==> src/rtl/sfx_seq.sv <==
// Sound-effect sequencer: plays fixed note sequences (HIT/SCORE/WIN) with priority pre-emption.
// Zero added latency: a trigger edge updates the registered outputs on the same clk edge; no backpressure.
module sfx_seq #(
  parameter int TICK_DIV  = 2500000,
  parameter int GAP_TICKS = 1
) (
  input  logic        clk,
  input  logic        rst_n,
  input  logic        trig_hit,
  input  logic        trig_score,
  input  logic        trig_win,
  input  logic [2:0]  volume,
  output logic [21:0] note_div,
  output logic [15:0] pos,
  output logic [15:0] neg,
  output logic        busy
);

  localparam int              PW       = (TICK_DIV > 1) ? $clog2(TICK_DIV) : 1;
  localparam logic [PW-1:0]   PRE_MAX  = PW'(TICK_DIV - 1);
  localparam logic [15:0]     GAP_LAST = 16'((GAP_TICKS > 0) ? GAP_TICKS - 1 : 0);

  localparam logic [1:0] SEQ_NONE  = 2'd0;
  localparam logic [1:0] SEQ_HIT   = 2'd1;
  localparam logic [1:0] SEQ_SCORE = 2'd2;
  localparam logic [1:0] SEQ_WIN   = 2'd3;

  typedef enum logic [1:0] {S_IDLE, S_NOTE, S_GAP} state_t;

  // Sequence code doubles as priority rank, so pre-emption is a plain compare.
  function automatic logic [21:0] f_div(input logic [1:0] s, input logic [1:0] i);
    case ({s, i})
      {SEQ_HIT,   2'd0}: f_div = 22'd47755;
      {SEQ_HIT,   2'd1}: f_div = 22'd35790;
      {SEQ_SCORE, 2'd0}: f_div = 22'd75872;
      {SEQ_SCORE, 2'd1}: f_div = 22'd63775;
      {SEQ_SCORE, 2'd2}: f_div = 22'd47755;
      {SEQ_WIN,   2'd0}: f_div = 22'd95601;
      {SEQ_WIN,   2'd1}: f_div = 22'd75872;
      {SEQ_WIN,   2'd2}: f_div = 22'd63775;
      {SEQ_WIN,   2'd3}: f_div = 22'd47755;
      default:           f_div = 22'd0;
    endcase
  endfunction

  function automatic logic [15:0] f_ticks(input logic [1:0] s, input logic [1:0] i);
    case ({s, i})
      {SEQ_HIT,   2'd0}: f_ticks = 16'd2;
      {SEQ_HIT,   2'd1}: f_ticks = 16'd2;
      {SEQ_SCORE, 2'd0}: f_ticks = 16'd4;
      {SEQ_SCORE, 2'd1}: f_ticks = 16'd4;
      {SEQ_SCORE, 2'd2}: f_ticks = 16'd8;
      {SEQ_WIN,   2'd0}: f_ticks = 16'd6;
      {SEQ_WIN,   2'd1}: f_ticks = 16'd6;
      {SEQ_WIN,   2'd2}: f_ticks = 16'd6;
      {SEQ_WIN,   2'd3}: f_ticks = 16'd12;
      default:           f_ticks = 16'd1;
    endcase
  endfunction

  function automatic logic [1:0] f_last(input logic [1:0] s);
    case (s)
      SEQ_HIT:   f_last = 2'd1;
      SEQ_SCORE: f_last = 2'd2;
      SEQ_WIN:   f_last = 2'd3;
      default:   f_last = 2'd0;
    endcase
  endfunction

  state_t        r_state;
  logic [1:0]    r_seq;
  logic [1:0]    r_idx;
  logic [PW-1:0] r_pre;
  logic [15:0]   r_tick;
  logic [2:0]    r_prev;
  logic [21:0]   r_note_div;
  logic [15:0]   r_pos;
  logic [15:0]   r_neg;
  logic          r_busy;

  logic [2:0]  w_trig;
  logic [2:0]  w_edge;
  logic [1:0]  w_req;
  logic        w_start;
  logic [15:0] w_amp;
  logic [15:0] w_amp_neg;
  logic        w_wrap;
  logic [15:0] w_cur_last;
  logic [1:0]  w_idx_nxt;
  logic [21:0] w_div_nxt;

  assign w_trig     = {trig_win, trig_score, trig_hit};
  assign w_edge     = w_trig & ~r_prev;
  assign w_req      = w_edge[2] ? SEQ_WIN :
                      w_edge[1] ? SEQ_SCORE :
                      w_edge[0] ? SEQ_HIT : SEQ_NONE;
  // r_seq is SEQ_NONE whenever idle, so any edge starts from IDLE.
  assign w_start    = (w_req != SEQ_NONE) && (w_req >= r_seq);
  assign w_amp      = {1'b0, volume, 12'h000};
  assign w_amp_neg  = 16'd0 - w_amp;
  assign w_wrap     = (r_pre == PRE_MAX);
  assign w_cur_last = f_ticks(r_seq, r_idx) - 16'd1;
  assign w_idx_nxt  = r_idx + 2'd1;
  assign w_div_nxt  = f_div(r_seq, w_idx_nxt);

  always_ff @(posedge clk or negedge rst_n) begin
    if (!rst_n) begin
      r_state    <= S_IDLE;
      r_seq      <= SEQ_NONE;
      r_idx      <= 2'd0;
      r_pre      <= '0;
      r_tick     <= 16'd0;
      r_prev     <= 3'b000;
      r_note_div <= 22'd0;
      r_pos      <= 16'd0;
      r_neg      <= 16'd0;
      r_busy     <= 1'b0;
    end else begin
      r_prev <= w_trig;
      if (w_start) begin
        r_state    <= S_NOTE;
        r_seq      <= w_req;
        r_idx      <= 2'd0;
        r_pre      <= '0;
        r_tick     <= 16'd0;
        r_note_div <= f_div(w_req, 2'd0);
        r_pos      <= w_amp;
        r_neg      <= w_amp_neg;
        r_busy     <= 1'b1;
      end else begin
        case (r_state)
          S_NOTE: begin
            r_pos <= w_amp;
            r_neg <= w_amp_neg;
            if (w_wrap) begin
              r_pre <= '0;
              if (r_tick == w_cur_last) begin
                r_tick <= 16'd0;
                if (r_idx == f_last(r_seq)) begin
                  r_state    <= S_IDLE;
                  r_seq      <= SEQ_NONE;
                  r_idx      <= 2'd0;
                  r_note_div <= 22'd0;
                  r_pos      <= 16'd0;
                  r_neg      <= 16'd0;
                  r_busy     <= 1'b0;
                end else if (GAP_TICKS == 0) begin
                  r_idx      <= w_idx_nxt;
                  r_note_div <= w_div_nxt;
                end else begin
                  r_state <= S_GAP;
                  r_pos   <= 16'd0;
                  r_neg   <= 16'd0;
                end
              end else begin
                r_tick <= r_tick + 16'd1;
              end
            end else begin
              r_pre <= r_pre + 1'b1;
            end
          end
          S_GAP: begin
            r_pos <= 16'd0;
            r_neg <= 16'd0;
            if (w_wrap) begin
              r_pre <= '0;
              if (r_tick == GAP_LAST) begin
                r_tick     <= 16'd0;
                r_state    <= S_NOTE;
                r_idx      <= w_idx_nxt;
                r_note_div <= w_div_nxt;
                r_pos      <= w_amp;
                r_neg      <= w_amp_neg;
              end else begin
                r_tick <= r_tick + 16'd1;
              end
            end else begin
              r_pre <= r_pre + 1'b1;
            end
          end
          default: begin
            r_note_div <= 22'd0;
            r_pos      <= 16'd0;
            r_neg      <= 16'd0;
            r_busy     <= 1'b0;
          end
        endcase
      end
    end
  end

  assign note_div = r_note_div;
  assign pos      = r_pos;
  assign neg      = r_neg;
  assign busy     = r_busy;

endmodule

==> config.mk <==
export PLATFORM = sky130hd
export DESIGN_NAME = sfx_seq
export DESIGN_NICKNAME = d
export VERILOG_FILES = /design/src/rtl/sfx_seq.sv
export SDC_FILE = /design/constraint.sdc
export NUM_CORES = 1
export LEC_CHECK = 0
export BUFFER_PORTS_ARGS = -buffer_cell sky130_fd_sc_hd__buf_4
export CORE_AREA = 4 4 146 78
export DETAILED_ROUTE_END_ITERATION = 7
export DIE_AREA = 0 0 150 82
export GPL_TIMING_DRIVEN = 1
export PLACE_DENSITY = 0.63
export SLEW_MARGIN = 15
export SYNTH_ARGS = -nofsm -noshare
export SYNTH_HDL_FRONTEND = slang
export SYNTH_SLANG_ARGS = --single-unit
==> constraint.sdc <==
create_clock -name clk -period 4 [get_ports clk]
set_input_delay 0.6 -clock clk [delete_from_list [all_inputs] [get_ports clk]]
set_output_delay 0.6 -clock clk [all_outputs]
set_load 0.05 [all_outputs]
======== Word level (Yosys, flattened, before mapping) ========
Memories as Yosys holds them, arrays and structs flattened.
Cells that the tools add are included.
storage, ports and cells
  register bits ........................... 102
  output and inout bits ................... 55
  bits in read-only memories .............. 336
  memories ................................ 2
cells by class
  bitwise gates (word level) .............. 2
  equal/unequal tests ..................... 17
  $lt $le $gt $ge ......................... 1
  reductions and logical operators ........ 16
  multiplexer cells ....................... 58
  add/subtract/negate cells ............... 5
memories
  name              words  bits a word  read ports  clocked after memory_dff  write ports  RTL line  RTL
  (name not given)  16     17           1           0                         0            32        case ({s, i})
  (name not given)  16     4            1           0                         0            47        case ({s, i})
operators by type and width
  cell                                                                   count
  22-bit two-way mux                                                     9
  16-bit two-way mux                                                     11
  16-bit one-hot mux with 2 select lines                                 3
  15-bit two-way mux                                                     4
  17-bit one-hot mux with 3 select lines                                 1
  22-bit one-hot mux with 2 select lines                                 1
  2-bit two-way mux                                                      20
  22-bit by 1-bit adder with 22-bit output (second input constant)       1
  22-bit == test (second input constant)                                 1
  16-bit by 1-bit adder with 16-bit output (second input constant)       1
  16-bit == test                                                         1
  16-bit logical NOT                                                     1
  1-bit by 15-bit subtractor with 16-bit output (first input constant)   1
  16-bit by 1-bit subtractor with 16-bit output (second input constant)  1
  3-bit inequality test (second input constant)                          5
  2-bit nonzero test                                                     6
  2-bit == test (second input constant)                                  5
  5-bit AND reduction                                                    2
  2-bit one-hot mux with 2 select lines                                  2
  4-bit AND reduction                                                    2
  2-bit by 1-bit == test with 1-bit output (second input constant)       3
  2-bit one-hot mux with 3 select lines                                  1
  6-bit AND reduction                                                    1
  1-bit two-way mux                                                      5
  11 further kinds                                                       11

======== Logic depth before layout (Yosys ltp) ========
  word-level depth ........................ 14
  mapped depth ............................ 12
  gate-level depth less buffers ........... 11

======== Worst setup path before layout ========
OpenSTA, ideal clock, no wires.
  path type ............................... register to register
  start point ............................. reg r_idx[0]
  end point ............................... reg r_note_div[10], in the netlist note_div[10]
  data arrival time ....................... 3.210 ns
  stages on the path, launching flop included .. 13
  library setup time ...................... 0.125 ns
  path slack .............................. 0.666 ns
  path through ............................ dfrtp_1 -> ha_1 -> nand2b_1 -> a21boi_0 -> inv_1 -> ha_1 -> xnor2_1 -> and3_1 -> nor4_1 -> nand4b_1 -> a211oi_1 -> buf_2 -> mux2_2
on the way
  word-level cells in the longest chain between the ends .. 6
RTL lines
  element                                                                                RTL line  RTL
  start, declared                                                                        72        logic [1:0] r_idx;
  start signal, assigned                                                                 148       r_idx <= w_idx_nxt;
  start signal, assigned                                                                 170       r_idx <= w_idx_nxt;
  branches (longest 6 deep; another with 16-bit by 1-bit subtractor with 16-bit output)  n/a
  end signal, assigned                                                                   126       r_note_div <= f_div(w_req, 2'd0);
  end signal, assigned                                                                   149       r_note_div <= w_div_nxt;
  end signal, assigned                                                                   171       r_note_div <= w_div_nxt;
  end, declared                                                                          76        logic [21:0] r_note_div;
Several ways; the timed one is not identified. The select of a mux whose other input is x is not followed.
A chain may end at the register's enable or synchronous reset.

======== Worst setup path in the final report ========
  start point ............................. reg r_idx[0]
  end point ............................... reg r_state[1]
on the way
  word-level cells in the longest chain between the ends .. 6
RTL lines
  element                                                                                RTL line  RTL
  branches (longest 6 deep; another with 16-bit by 1-bit subtractor with 16-bit output)  n/a
  end signal, assigned                                                                   121       r_state <= S_NOTE;
  end signal, assigned                                                                   140       r_state <= S_IDLE;
  end signal, assigned                                                                   151       r_state <= S_GAP;
  end, declared                                                                          70        state_t r_state;
Several ways; the timed one is not identified. The select of a mux whose other input is x is not followed.

==> impl_metrics.py <==
metrics = {
    "status": {
        "outcome": "complete, no violations",
    },
    "placed_design": {
        "gp_congestion": 0.887,
        "placed_cells_incl_taps": 650,
        "pre_cts_slack_ns": 0.368,
        "port_buffers": 32,
        "dpl.hpwl_microns": 7020,
    },
    "cts": {
        "clk_latency_ns": 0.33,
        "post_cts_resized": 0,
        "numCtsBuffers": 9,
        "cts-hold-fix-buffers": 0,
        "clock-sinks": 65,
        "cts_root_buffer": "clkbuf_16",
        "tritoncts": "yes",
        "cts_max_path_buffers": 2,
        "path_clk_slew_ns": 0.05,
        "post_cts_buffers": 0,
        "cts_max_level": 3,
    },
    "floorplanning": {
        "dieArea_sq_um": 12300,
        "num_rows": 26,
        "initial_core_util_pct": 44.5,
        "core_sq_um": 10000,
        "dieWidth_microns": 150,
        "io-pin-count": 63,
        "die_y_microns": 82,
    },
    "yosys": {
        "synthFlopType": "dfrtp_1",
        "async_reset_ff_share_pct": 100,
        "synth_cell_type_count": 61,
        "ys_seq_area_share_pct": 36.5,
        "syn_avg_cell_area_sq_um": 9.00,
        "syn_area_sq_um": 4460,
        "synth_edf_count": 0,
        "ys_ff_latch": 65,
        "yosysWarnings": 0,
        "syn_inst": 495,
    },
    "detailed_routing": {
        "drc": 0,
        "routed_wl_microns": 9800,
        "antenna_left": 0,
        "wire_per_inst_microns": 14.7,
        "first_iter_violations": 279,
        "vias": 3606,
        "vias_per_cell": 5.41,
        "first_pass_iters": 6,
    },
    "sta": {
        "final_max_slew_viol_count": 0,
        "setup_viol": 0,
        "period_needed_ns": 3.47,
        "post-route-period-util_pct": 86.7,
        "clock_skew_ns": 0.00562,
        "timing.fmax_ghz": 0.288,
        "relSlewSlack_pct": 44.6,
        "finalHoldViolations": 0,
        "rsz0062_at_grt": "no",
        "setup_ws_ns": 0.530,
        "worst_pin_slew_ns": 0.830,
        "setup-tns-final_ns": 0,
    },
    "global_route": {
        "grt_max_degree": 66,
        "grt_use_total_pct": 16.8,
        "grt_antenna_before_repair": 0,
        "grt_pass1_wl_microns": 16400,
        "grt_pass1_vias": 3302,
        "grt_overflow": 0,
    },
    "setup_path": {
        "slowest_stage": "dfrtp_1",
        "ff2ff_setup_slack_ns": 0.53,
        "worst_r2r_startpoint": "r_idx[0]",
        "arrival_ns": 3.68,
        "crit_required_ns": 4.21,
        "worstSetupPathType": "flip-flop to flip-flop",
        "cp_max_fo": 9,
        "critPathCaptureType": "flip-flop",
        "r2r-end": "r_state[1]",
        "start_kind": "flip-flop",
        "slowest_delay_ns": 0.53,
        "rr_worst_depth": 12,
        "crit_chain": "ha_1 -> nand2b_1 -> a21boi_0 -> inv_1 -> ha_1 -> xnor2_1 -> and3_1 -> nor4_1 -> nand4b_1 -> buf_4 -> a221oi_1 -> mux2_2",
        "cp_common_cell": "ha_1",
    },
    "power": {
        "peakVddDrop_mv": 0.339,
        "pwr_density_cell_nw_per_um2": 704,
        "total_power_mw": 3.48,
        "p_leak_nw": 2.24,
    },
    "final_layout": {
        "nets": 549,
        "syn2layout_area_growth_pct": 11.1,
        "final_cells": 666,
        "fill_cells": 955,
        "post-route-util_pct": 49.4,
        "antenna_cells": 0,
        "layout-drive-gt1-share_pct": 16.2,
    },
    "flow_run": {
        "drv_cap": 0,
    },
    "min_path": {
        "min_path_type": "primary input to asynchronous set/reset pin",
    },
}
## cells in the mapped netlist, types with 12 or more instances
cell type  number  area [sq um]
a21oi_1        15          75.1
buf_4          38           285
clkbuf_1       12          45.0
dfrtp_1        65          1630
ha_1           20           250
inv_1          23          86.3
mux2_2         13           146
nand2_1        39           146
nand3_1        18          90.1
nor2_1         33           124
o21ai_0        41           205
## logic make-up after synthesis
kind of cell	after synthesis	synth area share, %
AOI/OAI and AO/OA	113	17.3
xor gates and xnor gates	21	4.13
adders and majority gates	20	5.62
buffers and inverters	80	10.5
DFF	65	36.5
muxes	18	4.41
other	1	0.0842
and+or+nand+nor	177	21.5
## worst max path at each step
stage,endpoint,cells past startpoint,from
final,r_state[1],12,r_idx[0]
after global placement,r_tick[15],10,trig_win
after global routing,r_state[1],12,r_idx[0]
after CTS,r_state[1],12,r_idx[0]
after floorplan,note_div[10],12,r_idx[0]
after detailed placement,r_tick[7],10,trig_win
## metal layers
layer,share of wire (%),wire length (microns),up-vias,track usage (%)
li1,-,-,1761,-
met1,48,4680,1739,23.1
met2,45,4430,102,26.7
met3,6.4,628,4,3.64
met4,0.60,59,0,5.20
met5,0,0,-,0
## cell usage in the layout, fill, tap and decap left out, types with 13 or more instances in the layout
cell type / n
dfrtp_1: 65
o21ai_0: 41
buf_4: 41
nand2_1: 39
nor2_1: 33
conb_1: 30
inv_1: 23
ha_1: 20
nand3_1: 18
a21oi_1: 15
mux2_2: 13
## state kept, by name, summed over array words and instances (netlist names)
register  cells
note_div     11
busy          1
neg           4
pos           2
r_idx         2
r_seq         2
r_prev        3
r_state       2
r_tick       16
r_pre        22
## through the flow
step | cell area (sq um) | hold slack [ns]
after global placement | 4670 | 0.493
after global routing | 4950 | 0.380
after detailed placement | 4670 | 0.501
final | 4950 | 0.353
after floorplan | 4560 | 0.304
after CTS | 4950 | 0.382
## worst max-delay path, delay by kind of cell, from the launching register on
kind / cells / cell delay, ns
adder cells (fa/ha/maj): 2 / 0.53
buffers and inverters: 2 / 0.32
AO/OA/AOI/OAI: 2 / 0.65
multiplexers: 1 / 0.37
flip-flops: 1 / 0.53
AND/OR/NAND/NOR: 4 / 0.78
XOR/XNOR: 1 / 0.15
## report_power, final
part	total, mW	switching [mW]	internal [mW]
clock network	0.722	0.272	0.450
registers	0.899	0.118	0.780
logic	1.86	1.24	0.622
total	3.48	1.63	1.85
## layout make-up
class | instances | area [sq um] | share of cell area [%]
multi-input combinational | 379 | 2470 | 49.9
sequential | 65 | 1630 | 32.9
timing repair buffer | 41 | 308 | 6.22
clock buffer | 13 | 260 | 5.26
tap | 140 | 175 | 3.54
inverter | 25 | 93.8 | 1.90
clock inverter | 3 | 15.0 | 0.303
(Power assumes the default switching activity.)
